**config.mk**
```make
export PLATFORM = sky130hd
export DESIGN_NAME = bcd_conv_arbiter
export DESIGN_NICKNAME = d
export VERILOG_FILES = /design/src/rtl/bcd_conv_arbiter.sv
export SDC_FILE = /design/constraint.sdc
export NUM_CORES = 1
export LEC_CHECK = 0
export CAP_MARGIN = 10
export CELL_PAD_IN_SITES_DETAIL_PLACEMENT = 0
export CELL_PAD_IN_SITES_GLOBAL_PLACEMENT = 1
export CORE_MARGIN = 2
export CORE_UTILIZATION = 40
export CTS_BUF_LIST = sky130_fd_sc_hd__clkbuf_4
export DETAILED_ROUTE_END_ITERATION = 16
export PLACE_DENSITY = 0.8
export SYNTH_ARGS = -nofsm -noshare
export SYNTH_HDL_FRONTEND = slang
export SYNTH_SLANG_ARGS = --single-unit
export TNS_END_PERCENT = 1
```
**constraint.sdc**
```tcl
create_clock -name clk -period 2.45 [get_ports clk]
set_input_delay 0.49 -clock clk [delete_from_list [all_inputs] [get_ports clk]]
set_output_delay 0.49 -clock clk [all_outputs]
set_load 0.1 [all_outputs]
```
**src/rtl/bcd_conv_arbiter.sv**
```systemverilog
// Two-requester arbiter in front of a shared 8-bit binary to 3-digit BCD converter.
// Latency: grant in cycle C (combinational), result valid pulse in cycle C+9; one conversion per 10 cycles.
// Backpressure: requests are level-held until their gnt; no grant is issued while the engine is busy.
//
// Ports:
//   clk, rst              - single clock, asynchronous active-high reset
//   req0/bin0, req1/bin1  - level requests with 8-bit unsigned operands
//   gnt0, gnt1            - one-cycle accept pulses; operand sampled in the gnt cycle
//   busy                  - high from the cycle after a grant through the DONE cycle
//   valid                 - one-cycle pulse marking a new result
//   owner                 - requester index of the current or last conversion
//   bcd_hund/tens/ones    - result digits, held between valid pulses
//
// Build option: define BCD_ARB_ROUND_ROBIN_EN for round-robin contention handling
// (first contended winner is PRIORITY_INIT); otherwise requester 0 always wins contention.
module bcd_conv_arbiter #(
    parameter int unsigned PRIORITY_INIT = 0
) (
    input  logic       clk,
    input  logic       rst,
    input  logic       req0,
    input  logic [7:0] bin0,
    input  logic       req1,
    input  logic [7:0] bin1,
    output logic       gnt0,
    output logic       gnt1,
    output logic       busy,
    output logic       valid,
    output logic       owner,
    output logic [3:0] bcd_hund,
    output logic [3:0] bcd_tens,
    output logic [3:0] bcd_ones
);

    typedef enum logic [1:0] {
        IDLE  = 2'd0,
        SHIFT = 2'd1,
        DONE  = 2'd2
    } state_t;

    // last_gnt holds the index of the requester granted most recently; it starts
    // as the opposite of PRIORITY_INIT so the first contended grant goes to PRIORITY_INIT.
    localparam logic LAST_INIT = (PRIORITY_INIT == 0) ? 1'b1 : 1'b0;

    state_t      state;
    logic [7:0]  shift_reg;
    logic [11:0] acc;
    logic [2:0]  shift_cnt;
    logic        last_gnt;

    logic        pick1;
    logic        can_grant;
    logic [11:0] acc_adj;
    logic [11:0] acc_next;

    // Winner selection assuming a grant is possible this cycle.
    always_comb begin
        pick1 = req1;
        if (req0 && req1) begin
`ifdef BCD_ARB_ROUND_ROBIN_EN
            pick1 = ~last_gnt;
`else
            pick1 = 1'b0;
`endif
        end
    end

`ifndef BCD_ARB_ROUND_ROBIN_EN
    // Fixed-priority build keeps the register but never consults it.
    logic unused_last_gnt;
    assign unused_last_gnt = last_gnt;
`endif

    // Gated by rst so grants stay low while reset is held, even with requests pending.
    assign can_grant = (state == IDLE) && !rst;
    assign gnt0      = can_grant && req0 && !pick1;
    assign gnt1      = can_grant && req1 && pick1;

    // Double-dabble correction: add 3 to every digit >= 5 before the shift.
    function automatic logic [11:0] add3_digits(input logic [11:0] a);
        logic [11:0] r;
        r = a;
        for (int d = 0; d < 3; d++) begin
            if (a[d*4 +: 4] >= 4'd5) begin
                r[d*4 +: 4] = a[d*4 +: 4] + 4'd3;
            end
        end
        return r;
    endfunction

    assign acc_adj  = add3_digits(acc);
    assign acc_next = {acc_adj[10:0], shift_reg[7]};

    always_ff @(posedge clk or posedge rst) begin
        if (rst) begin
            state     <= IDLE;
            shift_reg <= 8'd0;
            acc       <= 12'd0;
            shift_cnt <= 3'd0;
            last_gnt  <= LAST_INIT;
            busy      <= 1'b0;
            valid     <= 1'b0;
            owner     <= 1'b0;
            bcd_hund  <= 4'd0;
            bcd_tens  <= 4'd0;
            bcd_ones  <= 4'd0;
        end else begin
            valid <= 1'b0;
            case (state)
                IDLE: begin
                    if (gnt0 || gnt1) begin
                        state     <= SHIFT;
                        shift_reg <= gnt1 ? bin1 : bin0;
                        acc       <= 12'd0;
                        shift_cnt <= 3'd0;
                        owner     <= gnt1;
                        last_gnt  <= gnt1;
                        busy      <= 1'b1;
                    end
                end
                SHIFT: begin
                    acc       <= acc_next;
                    shift_reg <= {shift_reg[6:0], 1'b0};
                    shift_cnt <= shift_cnt + 3'd1;
                    // Eighth shift: publish directly so the digits appear with valid in DONE.
                    if (shift_cnt == 3'd7) begin
                        state                          <= DONE;
                        valid                          <= 1'b1;
                        {bcd_hund, bcd_tens, bcd_ones} <= acc_next;
                    end
                end
                DONE: begin
                    state <= IDLE;
                    busy  <= 1'b0;
                end
                default: begin
                    state <= IDLE;
                    busy  <= 1'b0;
                end
            endcase
        end
    end

endmodule

```
# Yosys cells after proc, flatten, opt, wreduce, memory -nomap -nowiden

Cells that the tools add are included.

Bits in registers: 40
Input port bits: 20

$add $sub $neg: 4
Magnitude comparators: 3
Eq/ne operators: 4
Muxes and demuxes: 18
Bitwise operators: 1
Reductions and logical operators: 16

Operators by type and width:

| operator                                                          | number |
|---|---|
| one-hot mux 12 bit (2 select lines)                               | 1 |
| two-way mux 8 bit                                                 | 2 |
| one-hot mux 8 bit (2 select lines)                                | 1 |
| greater-or-equal comparator 4 x 3 -> 1 bit, second input constant | 3 |
| two-way mux 12 bit                                                | 1 |
| AND reduction 2 bit                                               | 5 |
| adder 4 x 2 -> 4 bit, second input constant                       | 2 |
| two-way mux 4 bit                                                 | 2 |
| logical AND 1 bit                                                 | 6 |
| two-way mux 3 bit                                                 | 2 |
| one-hot mux 3 bit (2 select lines)                                | 1 |
| two-way mux 1 bit                                                 | 4 |
| two-way mux 2 bit                                                 | 2 |
| one-hot mux 2 bit (2 select lines)                                | 1 |
| adder 3 x 1 -> 3 bit, second input constant                       | 1 |
| adder 3 x 2 -> 3 bit, second input constant                       | 1 |
| == test 3 bit, second input constant                              | 1 |
| == test 2 x 1 -> 1 bit, second input constant                     | 1 |
| zero test 1 bit                                                   | 2 |
| zero test 2 bit                                                   | 1 |
| != test 2 x 1 -> 1 bit, second input constant                     | 1 |
| != test 2 bit, second input constant                              | 1 |
| one-hot mux 1 bit (2 select lines)                                | 1 |
| nonzero test 2 bit                                                | 1 |
| other kinds (2)                                                   | 2 |

# Longest topological paths before layout

Gate-level depths: netlist of run 1.

Word-level depth: 7
Mapped depth: 6

# Worst setup path after synthesis of run 1

OpenSTA, ideal clock, no wires.

Path type: in2out
Start point: input port rst
End point: output port gnt1
Data arrival time: 1.587 ns
Required time: 1.960 ns
Path slack: 0.373 ns
Stages: 3
Cells stage by stage: nor3b_4 -> nand2_2 -> inv_1

Longest elaborated chain between the ends: 4

Ends and longest elaborated chain:

| item                            | line | RTL |
|---|---|---|
| start, declared                 | 20   | `input logic rst,` |
| zero test 1 bit (no line)       | -    |  |
| logical AND 1 bit               | 75   | `assign can_grant = (state == IDLE) && !rst;` |
| logical AND 1 bit (2 in series) | 77   | `assign gnt1 = can_grant && req1 && pick1;` |
| end, declared                   | 26   | `output logic gnt1,` |

Every way passes these cells.

# Worst setup path after layout of run 1

Start point: input port rst
End point: output port gnt0

Longest elaborated chain between the ends: 4

Ends and longest elaborated chain:

| item                            | line | RTL |
|---|---|---|
| zero test 1 bit (no line)       | -    |  |
| logical AND 1 bit               | 75   |  |
| logical AND 1 bit (2 in series) | 76   | `assign gnt0 = can_grant && req0 && !pick1;` |
| end, declared                   | 25   | `output logic gnt0,` |

Every way passes these cells.

==> results.toml, run 1 <==
[run_status]
status = "complete, no violations"

[die]
initial_core_util_pct = 41.6
fp-row-count = 25
io_pins = 37
fp.dieW_um = 74.1
die-area_um2 = 5480
die-height_um = 74.1
core_um2 = 4720

[synthesis]
synth-compound-area-share_pct = 19.3
avgSynthCellArea_um2 = 11.3
synth_top_family_by_area = "compound AO/OA/AOI/OAI gates"
synth_seq_cells = 40
synth_xor_area_share_pct = 1.34
ys_seq_area_share_pct = 51.0
synth_area_um2 = 1960
yosysUniqueCellTypes = 37
muxShareOfSynthArea_pct = 7.46
synth_warnings = 0
netlist_instances = 173
synth_fa_ha_area_share_pct = 5.10
synthSimpleGateAreaFrac_pct = 11.2
syn_nets = 201

[sta]
worst_pin_slew_ps = 602
fin_skew_ps = 13.3
rsz0062_at_grt = "no"
relSlewSlack_pct = 59.4
setup_viol = 0
post-route-min-period_ps = 2290
hold_violations = 0
finalMaxSlewViolations = 0
fin_crit_sh_pct = 93.4
setup_tns_ps = 0
max_freq_ghz = 0.437

[detailed_routing]
num_vias = 1451
drt_pass1_iterations = 4
via_per_inst = 5.15
routedWlPerCell_um = 13.8
drtIter0Drc = 76
drc_errors = 0
postRouteAntennaNets = 0
wirelength_um = 3900

[setup_path]
worstReg2RegEnd = "bcd_tens[2]"
cp_slowest_cell = "clkdlybuf4s50_1"
worstPathArrival_ps = 1800
ff2ff_path_depth = 6
cp-startpoint = "rst"
critPathBufInv = 2
cp-end-kind = "output port"
cp_cell_sequence = "clkdlybuf4s50_1 -> nor3_1 -> and2_1 -> buf_12"
r2r_setup_slack_ps = 660
critPathLaunchType = "input port"
worst-path-max-fanout = 7
crit_cells = 4
crit_path_end = "gnt0"
max_stage_delay_ps = 580
crit_family = "buffers and inverters"
crit_type = "input port to output port"
r2r-start = "acc[5]"
crit_required_ps = 1960

[placement]
gp_congestion = 0.750
hpwl_um = 2770
port_buffers = 36

[clock_network]
cts_resized = 0
cts_tree = "yes"
cts_setup_buffers = 0
path_clk_slew_ps = 110
clk_latency_ps = 350
holdBufCountCts = 0
cts_max_path_buffers = 2
root_buffer = "clkbuf_4"
htree_levels = 2
numCtsBuffers = 5
cts_sinks = 40

[layout]
drive_above_1_share_pct = 20.5
nets = 242
area_growth_pct = 23.4
final-seq-area_um2 = 1000
num_antenna_cells = 0
final_common_cell = "dfrtp_1"
mostFrequentLayoutCells = "40 x dfrtp_1, 19 x clkdlybuf4s50_1, 18 x buf_4"
multi_input_area_um2 = 871
n_fill_cell = 436
largest_reg_flops = 12

[global_routing]
grt_pass1_wl_um = 6620
first_global_vias = 1428
grt_max_degree = 39
antenna_found_initial = 0
grt_use_total_pct = 16.1
overflow = 0

[hold_path]
hp-class = "flip-flop to flip-flop"

[flow_run]
max-cap-violations = 0
how the worst min path moves through the flow:
stage	cells after the start	end	from	slack (ps)
2_1_floorplan	1	shift_cnt[0]	shift_cnt[0]	450
3_5_place_dp	1	shift_cnt[0]	shift_cnt[0]	470
5_1_grt	1	shift_cnt[0]	shift_cnt[0]	510
6_report	2	bcd_ones[2]	bcd_ones[2]	490
4_1_cts	1	shift_cnt[0]	shift_cnt[0]	490
3_3_place_gp	1	shift_cnt[0]	shift_cnt[0]	460
through the flow:
step	hold slack (ps)	area, um^2	worst slack (ps)	utilization [%]	cells
floorplan	446	1960	373	-	173
global placement	458	2370	246	50.1	274
detailed placement	468	2370	182	50.1	274
CTS	490	2420	166	51.3	282
global route	512	2420	88.2	51.3	282
finish	490	2420	162	51.3	282
synthesized netlist by cell type, drive strengths merged:
master	count	area (um^2)
a21oi	15	75.1
a22o	5	43.8
a22oi	3	27.5
a32o	3	30.0
and2	1	6.26
and2b	1	7.51
and4bb	1	12.5
buf	4	38.8
clkbuf	1	7.51
dfrtp	40	1000
ha	8	100
inv	12	45.0
mux2	5	56.3
mux2i	9	90.1
nand2	13	58.8
nand2b	5	38.8
nor2	3	13.8
nor2b	1	13.8
nor3	1	5.00
nor3b	6	56.3
o21ai	19	98.8
o22ai	8	50.1
o31a	1	10.0
o31ai	4	43.8
or3	1	6.26
xnor2	3	26.3
cell type report:
cell class / count / area share, %
clock buffer: 7 / 2.17
clock inverter: 1 / 0.155
tap: 67 / 3.46
inverter: 12 / 1.86
multi-input combinational: 116 / 36.0
timing repair buffer: 39 / 15.1
sequential: 40 / 41.3
tightest hold or removal path, delay by kind of cell, from the launching register on:
| kind | cells | cell delay [ps] |
|---|---|---|
| simple gates | 1 | 50 |
| compound gates | 1 | 60 |
| flops | 1 | 360 |
cells by family after synthesis:
logic type / after synthesis
flops: 40
xor+xnor: 3
fa+ha+maj: 8
simple gates: 33
mux: 14
buf+inv: 17
compound gates: 58
routing by layer:
| layer | up-vias | wire [um] | track usage, % |
|---|---|---|---|
| met2 | 48 | 1770 | 24.3 |
| li1 | 708 | - | - |
| met3 | 6 | 219 | 5.69 |
| met4 | 0 | 63 | 6.26 |
| met5 | - | 0 | 0 |
| met1 | 689 | 1850 | 21.4 |
Power of run 1 is not shown: default switching activity piles up to over one toggle a cycle in this logic, so the estimate is an artifact.
==> inputs of run 2 (changes only) <==
--- a/config.mk
+++ b/config.mk
@@ -5,7 +5,7 @@
 export SDC_FILE = /design/constraint.sdc
 export NUM_CORES = 1
 export LEC_CHECK = 0
-export CAP_MARGIN = 10
+export CAP_MARGIN = 20
 export CELL_PAD_IN_SITES_DETAIL_PLACEMENT = 0
 export CELL_PAD_IN_SITES_GLOBAL_PLACEMENT = 1
 export CORE_MARGIN = 2
==> results of run 2 <==
Final layout, timing and power as in run 1 (identical DEF).
Power of run 2 is left out for the same reason.
